## src/rtl/mem_access_pkg.sv

```systemverilog
// Shared MEM-stage definitions: widths, access-size codes, FSM states, watchdog limit.
// Pure declarations; no latency or flow-control of its own.
package mem_access_pkg;

    localparam int WORD_W = 32;
    localparam int REG_W  = 32;
    localparam int BE_W   = WORD_W / 8;

    typedef enum logic [1:0] {
        SZ_BYTE = 2'b00,
        SZ_HALF = 2'b01,
        SZ_WORD = 2'b10
    } mem_size_e;

    typedef enum logic [1:0] {
        ST_IDLE   = 2'b00,
        ST_ACCESS = 2'b01,
        ST_DONE   = 2'b10
    } mem_state_e;

    localparam logic [7:0] WDOG_LIMIT = 8'd255;

    typedef struct packed {
        logic              we;
        logic [WORD_W-1:0] addr;
        logic [WORD_W-1:0] wdata;
        logic [BE_W-1:0]   be;
    } dmem_req_t;

    // Size codes other than byte/half are checked as full words.
    function automatic logic is_misaligned(input logic [1:0] size, input logic [1:0] addr_lo);
        logic mis;
        case (size)
            SZ_BYTE: mis = 1'b0;
            SZ_HALF: mis = addr_lo[0];
            default: mis = (addr_lo != 2'b00);
        endcase
        return mis;
    endfunction

endpackage

```

## src/rtl/mem_lane_align.sv

```systemverilog
// Load-lane select and zero/sign extension; sub-word sizes only with MEM_SUBWORD_EN.
// Latency: purely combinational; backpressure: none.
module mem_lane_align
    import mem_access_pkg::*;
(
    input  logic [WORD_W-1:0] rdata,
    input  logic [1:0]        addr_lo,
    input  logic [1:0]        size,
    input  logic              sign_ext,
    output logic [REG_W-1:0]  load_data
);

`ifdef MEM_SUBWORD_EN
    logic [7:0]  byte_lane;
    logic [15:0] half_lane;

    always_comb begin
        byte_lane = rdata[{addr_lo, 3'b000} +: 8];
        half_lane = rdata[{addr_lo[1], 4'b0000} +: 16];
        load_data = rdata;
        case (size)
            SZ_BYTE: load_data = {{24{sign_ext & byte_lane[7]}}, byte_lane};
            SZ_HALF: load_data = {{16{sign_ext & half_lane[15]}}, half_lane};
            default: load_data = rdata;
        endcase
    end
`else
    // Word-only build: lane select and extension collapse to a pass-through.
    logic unused_cfg;
    assign unused_cfg = ^{addr_lo, size, sign_ext};
    assign load_data  = rdata;
`endif

endmodule

```

## src/rtl/mem_access.sv

```systemverilog
// MEM-stage data-memory access FSM (IDLE/ACCESS/DONE) with watchdog; MEM_SUBWORD_EN enables byte/half.
// Latency: >=1 ACCESS cycle then one DONE cycle; stalls the pipeline until dmemReady or watchdog expiry.
module mem_access
    import mem_access_pkg::*;
(
    input  logic              clk,
    input  logic              rst,
    input  logic [WORD_W-1:0] memALUOut,
    input  logic [WORD_W-1:0] memWriteData,
    input  logic              memMemRead,
    input  logic              memMemWrite,
    input  logic [1:0]        memSize,
    input  logic              memSignExt,
    output logic              dmemReq,
    output logic              dmemWe,
    output logic [WORD_W-1:0] dmemAddr,
    output logic [WORD_W-1:0] dmemWData,
    output logic [BE_W-1:0]   dmemByteEn,
    input  logic              dmemReady,
    input  logic [WORD_W-1:0] dmemRData,
    output logic [REG_W-1:0]  memMemOut,
    output logic              memStall,
    output logic              memAlignErr,
    output logic              memBusErr
);

    mem_state_e        state_q, state_d;
    logic [7:0]        wdog_q, wdog_d;
    logic [REG_W-1:0]  mem_out_q, mem_out_d;
    logic              align_err_q, align_err_d;
    logic              bus_err_q, bus_err_d;

    logic [1:0]        eff_size;
    logic              mem_op;
    logic              misaligned;
    logic [REG_W-1:0]  load_data;
    dmem_req_t         bus;

`ifdef MEM_SUBWORD_EN
    assign eff_size = memSize;
`else
    assign eff_size = SZ_WORD;
`endif

    assign mem_op     = memMemRead | memMemWrite;
    assign misaligned = is_misaligned(eff_size, memALUOut[1:0]);

    mem_lane_align u_lane_align (
        .rdata     (dmemRData),
        .addr_lo   (memALUOut[1:0]),
        .size      (memSize),
        .sign_ext  (memSignExt),
        .load_data (load_data)
    );

    // Request fields come straight from the frozen MEM-stage register, so they
    // stay stable for as long as the stall holds the pipeline.
    always_comb begin
        bus.we    = memMemWrite;
        bus.addr  = {memALUOut[WORD_W-1:2], 2'b00};
        bus.wdata = memWriteData;
        bus.be    = '1;
        case (eff_size)
            SZ_BYTE: begin
                bus.be    = 4'b0001 << memALUOut[1:0];
                bus.wdata = {4{memWriteData[7:0]}};
            end
            SZ_HALF: begin
                bus.be    = 4'b0011 << memALUOut[1:0];
                bus.wdata = {2{memWriteData[15:0]}};
            end
            default: ;
        endcase
    end

    always_comb begin
        state_d     = state_q;
        wdog_d      = wdog_q;
        mem_out_d   = mem_out_q;
        align_err_d = 1'b0;
        bus_err_d   = 1'b0;
        memStall    = 1'b0;
        dmemReq     = 1'b0;

        case (state_q)
            ST_IDLE: begin
                if (mem_op) begin
                    if (misaligned) begin
                        align_err_d = 1'b1;
                    end else begin
                        state_d  = ST_ACCESS;
                        wdog_d   = '0;
                        memStall = 1'b1;
                    end
                end
            end
            ST_ACCESS: begin
                memStall = 1'b1;
                dmemReq  = 1'b1;
                if (dmemReady) begin
                    if (!memMemWrite) begin
                        mem_out_d = load_data;
                    end
                    state_d = ST_DONE;
                end else begin
                    wdog_d = wdog_q + 8'd1;
                    if (wdog_d == WDOG_LIMIT) begin
                        bus_err_d = 1'b1;
                        mem_out_d = '0;
                        state_d   = ST_DONE;
                    end
                end
            end
            // One free cycle lets the pipeline advance past this instruction.
            ST_DONE: state_d = ST_IDLE;
            default: state_d = ST_IDLE;
        endcase

        if (rst) begin
            memStall = 1'b0;
            dmemReq  = 1'b0;
        end
    end

    always_ff @(posedge clk) begin
        if (rst) begin
            state_q     <= ST_IDLE;
            wdog_q      <= '0;
            mem_out_q   <= '0;
            align_err_q <= 1'b0;
            bus_err_q   <= 1'b0;
        end else begin
            state_q     <= state_d;
            wdog_q      <= wdog_d;
            mem_out_q   <= mem_out_d;
            align_err_q <= align_err_d;
            bus_err_q   <= bus_err_d;
        end
    end

    assign dmemWe      = dmemReq & bus.we;
    assign dmemAddr    = dmemReq ? bus.addr  : '0;
    assign dmemWData   = dmemReq ? bus.wdata : '0;
    assign dmemByteEn  = dmemReq ? bus.be    : '0;
    assign memMemOut   = mem_out_q;
    assign memAlignErr = align_err_q;
    assign memBusErr   = bus_err_q;

endmodule
```

## config.mk

```make
export PLATFORM = sky130hd
export DESIGN_NAME = mem_access
export DESIGN_NICKNAME = d
export VERILOG_FILES = /design/src/rtl/mem_access_pkg.sv /design/src/rtl/mem_lane_align.sv /design/src/rtl/mem_access.sv
export SDC_FILE = /design/constraint.sdc
export NUM_CORES = 1
export LEC_CHECK = 0
export CAP_MARGIN = 30
export CORE_ASPECT_RATIO = 1.1
export CORE_MARGIN = 8
export CORE_UTILIZATION = 33
export CTS_BUF_LIST = sky130_fd_sc_hd__clkbuf_8
export DETAILED_ROUTE_END_ITERATION = 7
export PLACE_DENSITY_LB_ADDON = 0.12
export SLEW_MARGIN = 20
export SYNTH_ARGS = -nofsm -noshare
export SYNTH_HDL_FRONTEND = slang
export SYNTH_SLANG_ARGS = --single-unit
```

## constraint.sdc

```tcl
create_clock -name clk -period 2.76 [get_ports clk]
set_input_delay 0.276 -clock clk [delete_from_list [all_inputs] [get_ports clk]]
set_output_delay 0.276 -clock clk [all_outputs]
set_load 0.005 [all_outputs]
```

# Yosys cells after proc, flatten, opt, wreduce, memory -nomap -nowiden
# Index checks and enable logic that the tools add are counted.
# totals
register_bits	44
elab_cells	50
input_bits	104
output_inout_bits	105
# classes
n_addsub	1
reduce_logical	9
n_mux	23
n_bitwise	5
n_eq_ne	7
# op_table
operator	n
2-to-1 mux 32 bit	5
2-to-1 mux 8 bit	3
one-hot mux 8 bit (2 select lines)	1
adder 8 x 1 -> 8 bit (second input constant)	1
== test 8 bit (second input constant)	1
2-to-1 mux 2 bit	4
!= test 2 bit (second input constant)	4
2-to-1 mux 1 bit	7
AND reduction 3 bit	2
nonzero test 2 bit	3
OR reduction 3 bit	2
2-to-1 mux 4 bit	1
one-hot mux 2 bit (2 select lines)	1
AND reduction 4 bit	1
!= test 3 bit (second input constant)	1
NOT 1 bit	3
== test 2 x 1 -> 1 bit (second input constant)	1
zero test 2 bit	1
one-hot mux 1 bit (2 select lines)	1
AND 1 bit	1
bitwise OR 1 bit	1

# Longest topological paths before layout
# logic_depth
depth_word	5
ltp_mapped	7
mapped_depth_nobuf	6

# Hierarchy
# From an unflattened synthesis, not the netlist that was laid out.
# unflattened
hier_cells	269
area_unflattened_um2	2364.8
# by_module_without_submodules
mod	area_per_inst_um2	seq_area_each_um2	n_inst	cells_per_inst
mem_access	2124.5	880.8	1	237
mem_lane_align	240.2	0.0	1	32

# Worst setup path after synthesis
# No wires, ideal clock.
# synth_timing
path_kind	register to register
start	register wdog_q[4]
end	register mem_out_q[10], in the netlist memMemOut[10]
slack_ps	958
t_arrival_ps	1685
n_path_buf	1
required_ps	2643
path_stages_with_launch	7
synth_period_minus_slack_ps	1802
path_cell_list	dfxtp_1 -> nand3_2 -> or3_1 -> a211oi_2 -> a41oi_2 -> buf_6 -> a22o_1
# synth_via
elab_chain_cells	4
# synth_lines
element	line	source
start: declaration	mem_access.sv:28	logic [7:0] wdog_q, wdog_d;
start signal: assignment	mem_access.sv:134	wdog_q <= wdog_d;
adder 8 x 1 -> 8 bit	mem_access.sv:106	wdog_d = wdog_q + 8'd1;
== test 8 bit	mem_access.sv:107	if (wdog_d == WDOG_LIMIT) begin
nonzero test 2 bit (no line)	-	
AND reduction 3 bit (no line)	-	
end signal: assignment	mem_access.sv:135	mem_out_q <= mem_out_d;
end: declaration	mem_access.sv:29	logic [REG_W-1:0] mem_out_q, mem_out_d;
# Every way passes these cells.
# A chain may end at the register's enable or synchronous reset.

# Worst setup path after layout
# layout_timing
start	register state_q[1]
end	output dmemAddr[3]
# layout_via
elab_chain_cells	4
# layout_lines
element	line	source
start: declaration	mem_access.sv:27	mem_state_e state_q, state_d;
start signal: assignment	mem_access.sv:133	state_q <= state_d;
== test 2 x 1 -> 1 bit	mem_access.sv:85	case (state_q)
2-to-1 mux 1 bit	mem_access.sv:85	
2-to-1 mux 1 bit	mem_access.sv:119	if (rst) begin
2-to-1 mux 32 bit	mem_access.sv:142	assign dmemAddr = dmemReq ? bus.addr : '0;
end: declaration	mem_access.sv:16	output logic [WORD_W-1:0] dmemAddr,
# Every way passes these cells.

==> metrics.md <==
| Metric | Value |
|---|---|
| Wire length of the first global-routing pass | between 10,000 and 15,000 um |
| Slack of the worst reg-to-reg path | 0.68 ns |
| Busiest layer in global routing | met2 |
| Post-synth cell types | 34 |
| Inserted Clock Buffers | 5 |
| Global router's overall resource usage | 20.0% |
| Final critical path time including I/O delays and setup | 2.26 ns |
| Worst setup path startpoint | state_q[1] |
| Type of origin of the critical path | flip-flop |
| Predominant post-synthesis flop cell | dfxtp_1 |
| Per-cell routed wire length | 18.6 um |
| Final weighted congestion of routability-driven global placement | 0.853 |
| Power density normalized to cell area | 342 mW/mm^2 |
| Total of max-cap violations | 0 |
| Initial Utilization | 34.3% |
| Post-CTS clock slew at the launch and capture registers of the worst setup and hold paths | 0.08 ns |
| Number of nets in the layout | 538 |
| Cell types with the largest area share after synthesis | dfxtp_1 (41%), and2_1 (19%), a22o_1 (13%) |
| Level count of the clock H-tree | 2 |
| Die span in x | 92.5 um |
| Hold EP | memMemOut[15] |
| Endpoints failing hold | 0 |
| Largest fanout on the critical path | ~70 |
| Clock skew after layout | 0.00700 ns |
| Result of the run | complete, no violations |
| RSZ-0062 raised after global routing | no |
| Worst reg2reg endpoint | memMemOut[14] |
| Number of buffers inserted by post-CTS setup repair | 0 |
| Data arrival, critical path | roughly 2 ns |
| Number of hold buffers added after CTS | 0 |
| Average instance area after synthesis | 8.96 um^2 |
| Number of enable flip-flop cells after synthesis | 0 |
| Count of synthesis-stage warnings from yosys | 0 |
| Fraction of synthesized cell area taken by the top area cell type | 41.5% |
| Clock Path Buffers | 2 |
| Seq/Total Area, Yosys | 41.5% |
| DRC violations left | 0 |
| Post-Syn Area | 0.00212 mm^2 |
| Largest net degree at the start of global routing | 70 |
| Final number of max-transition violations | 0 |
| Top cells by count, synth | and2_1 (63), dfxtp_1 (44), a22o_1 (32), nor2_1 (18), clkbuf_1 (12) |
| Residual antenna-violating net count after detailed routing | 0 |
| TritonCTS sink count | 44 |
| Endpoints failing setup | 0 |
| Number of diodes | 0 |
| Share of cells above drive strength 1 | between 4 and 5% |
| Synth Register Bits | 44 |
| Die area | 0.00926 mm^2 |
| Die extent in y | 100 um |
| Min-Delay Startpoint | memMemOut[15] |
| Vias per cell | 4.76 |
| Met2 Resource Use GR | 33.9% |
| CP required | about 2.5 ns |
| Peak supply drop | ~0.29 mV |
| Transition time at the pin with the least slew margin | 0.584 ns |
| TritonCTS clock tree | built |
| Leakage power total | 1.63 nW |
| GR met1 Demand/Resource | approximately a fifth |
| Port Buffers | 203 |
| Number of iterations in the first detailed-routing pass | 4 |
| Clock root buffer | clkbuf_8 |
| Initial antenna violation count | 0 |
| Global-route track usage on met3 | 12.8% |
| Wire length reported by the detailed router | 9550 um |
| Worst hold-check path type | flip-flop to flip-flop |
| Mapped Cells | 237 |
| Layout overhead on the synthesized area | 103% |
| Number of I/O pins | 209 |
| Max Fclk | 0.443 GHz |
| Worst-Skew Late Latency | 0.29 ns |
| Row count | 30 |
| Core footprint | 0.00619 mm^2 |
| Slew margin rel. | 61.0% |
| Total overflow reported by the global router | 0 |
| R2r startpoint | wdog_q[3] |
| Number of global-route vias before repair | 2,521 |
| Cell type with the largest total area after synthesis | dfxtp_1 |
| Post-detailed-placement half-perimeter wirelength | 7870 um |
| Post-cts sizing count | 0 |
| Dominant cell by count in the synthesized netlist | and2_1 |
| Sum of negative setup slack | 0 ns |
| Cells on worst reg2reg path | 6 |
| Nature of the critical path endpoint | output pin |
| Violation count after the first detailed-routing iteration | between 100 and 150 |
| Worst Setup Path Type | flip-flop to output pin |
| Worst Hold Path Cells | 1 |
| Ratio of final minimum period to clock period | 81.7% |
| Utilization after layout | 69.8% |
| Total vias in the final route | about 2,400 |
| Async set-or-reset flop fraction in the synthesized netlist | 0% |
[cell families (layout without fill, tap and decap cells)]
family	Yosys count	count (layout)	synth area share (%)
AO/OA/AOI/OAI	55	55	20.3
XOR/XNOR	3	3	1.24
buffers and inverters	22	216	6.01
flip-flops	44	44	41.5
adder cells (fa/ha/maj)	2	2	1.18
other	1	2	0.177
AND/OR/NAND/NOR	110	110	29.7
[routing by layer]
metal / part of all wire [%] / vias to the layer above / wire length (um)
met5: 0 / - / 0
met4: 1.6 / 0 / 155
met3: 15 / 10 / 1460
met2: 48 / 144 / 4540
met1: 36 / 1089 / 3390
li1: - / 1194 / -
[layout by cell type (no fill, tap or decap), types with 2 or more instances in the layout]
cell type | Yosys | routed
or3_1 | 2 | 2
a22o_1 | 32 | 32
nor3_1 | 4 | 3
o21bai_1 | 2 | 2
o21a_1 | 2 | 2
dfxtp_1 | 44 | 44
nor2b_1 | 2 | 2
nand2b_1 | 3 | 3
conb_1 | 1 | 2
or4_1 | 2 | 2
and2_1 | 63 | 63
clkdlybuf4s50_1 | 0 | 203
buf_4 | 6 | 4
xor2_1 | 3 | 3
nand2_1 | 6 | 6
bufinv_16 | 0 | 2
nor2_1 | 18 | 17
ha_1 | 2 | 2
clkbuf_8 | 0 | 5
o21ai_0 | 7 | 7
a21oi_1 | 7 | 7
and3_1 | 3 | 3
[worst max path at each step]
stage	endpoint	cells past startpoint
after floorplan	memMemOut[10]	6
after detailed placement	dmemAddr[3]	5
after global routing	dmemAddr[26]	5
final	dmemAddr[3]	5
after CTS	dmemAddr[3]	5
after global placement	dmemAddr[3]	5
[flip-flops by register name, indices dropped and copies added, names as in the netlist]
register and cells:
memMemOut 32, memBusErr 1, wdog_q 8, memAlignErr 1, state_q 2
[report_power, final]
part | internal, mW | total (mW) | switching, mW
clock network | 0.356 | 0.562 | 0.206
registers | 0.643 | 0.649 | 0.00550
logic | 0.193 | 0.269 | 0.0759
[worst max-delay path, stage by stage, from the launching register on]
cell and delay (ns):
dfxtp_1 0.34, nand2b_1 0.23, nor2_2 0.16, buf_12 0.24
and2_1 0.16, clkdlybuf4s50_1 0.54
[through the flow]
| step | std cells | total power [mW] | instance area (um^2) | setup WS [ns] | hold WS, ns |
|---|---|---|---|---|---|
| 2_1_floorplan | 238 | 0.727 | 2130 | 0.958 | 0.379 |
| 3_3_place_gp | 505 | 0.931 | 4190 | 0.664 | 0.455 |
| 6_report | 512 | 1.48 | 4320 | 0.504 | 0.477 |
| 4_1_cts | 512 | 1.50 | 4320 | 0.479 | 0.480 |
| 3_5_place_dp | 505 | 0.934 | 4190 | 0.659 | 0.453 |
| 5_1_grt | 512 | 1.55 | 4320 | 0.352 | 0.501 |
[cell type report]
cell class | instances | area, um^2
clock inverters | 2 | 60.1
fillers | 513 | 1870
flip-flops and latches | 44 | 881
well taps | 80 | 100
inverters | 1 | 3.75
repair buffers | 208 | 2080
multi-input cells | 172 | 1130
clock buffers | 5 | 68.8
Power figures use the tool's default switching activity.
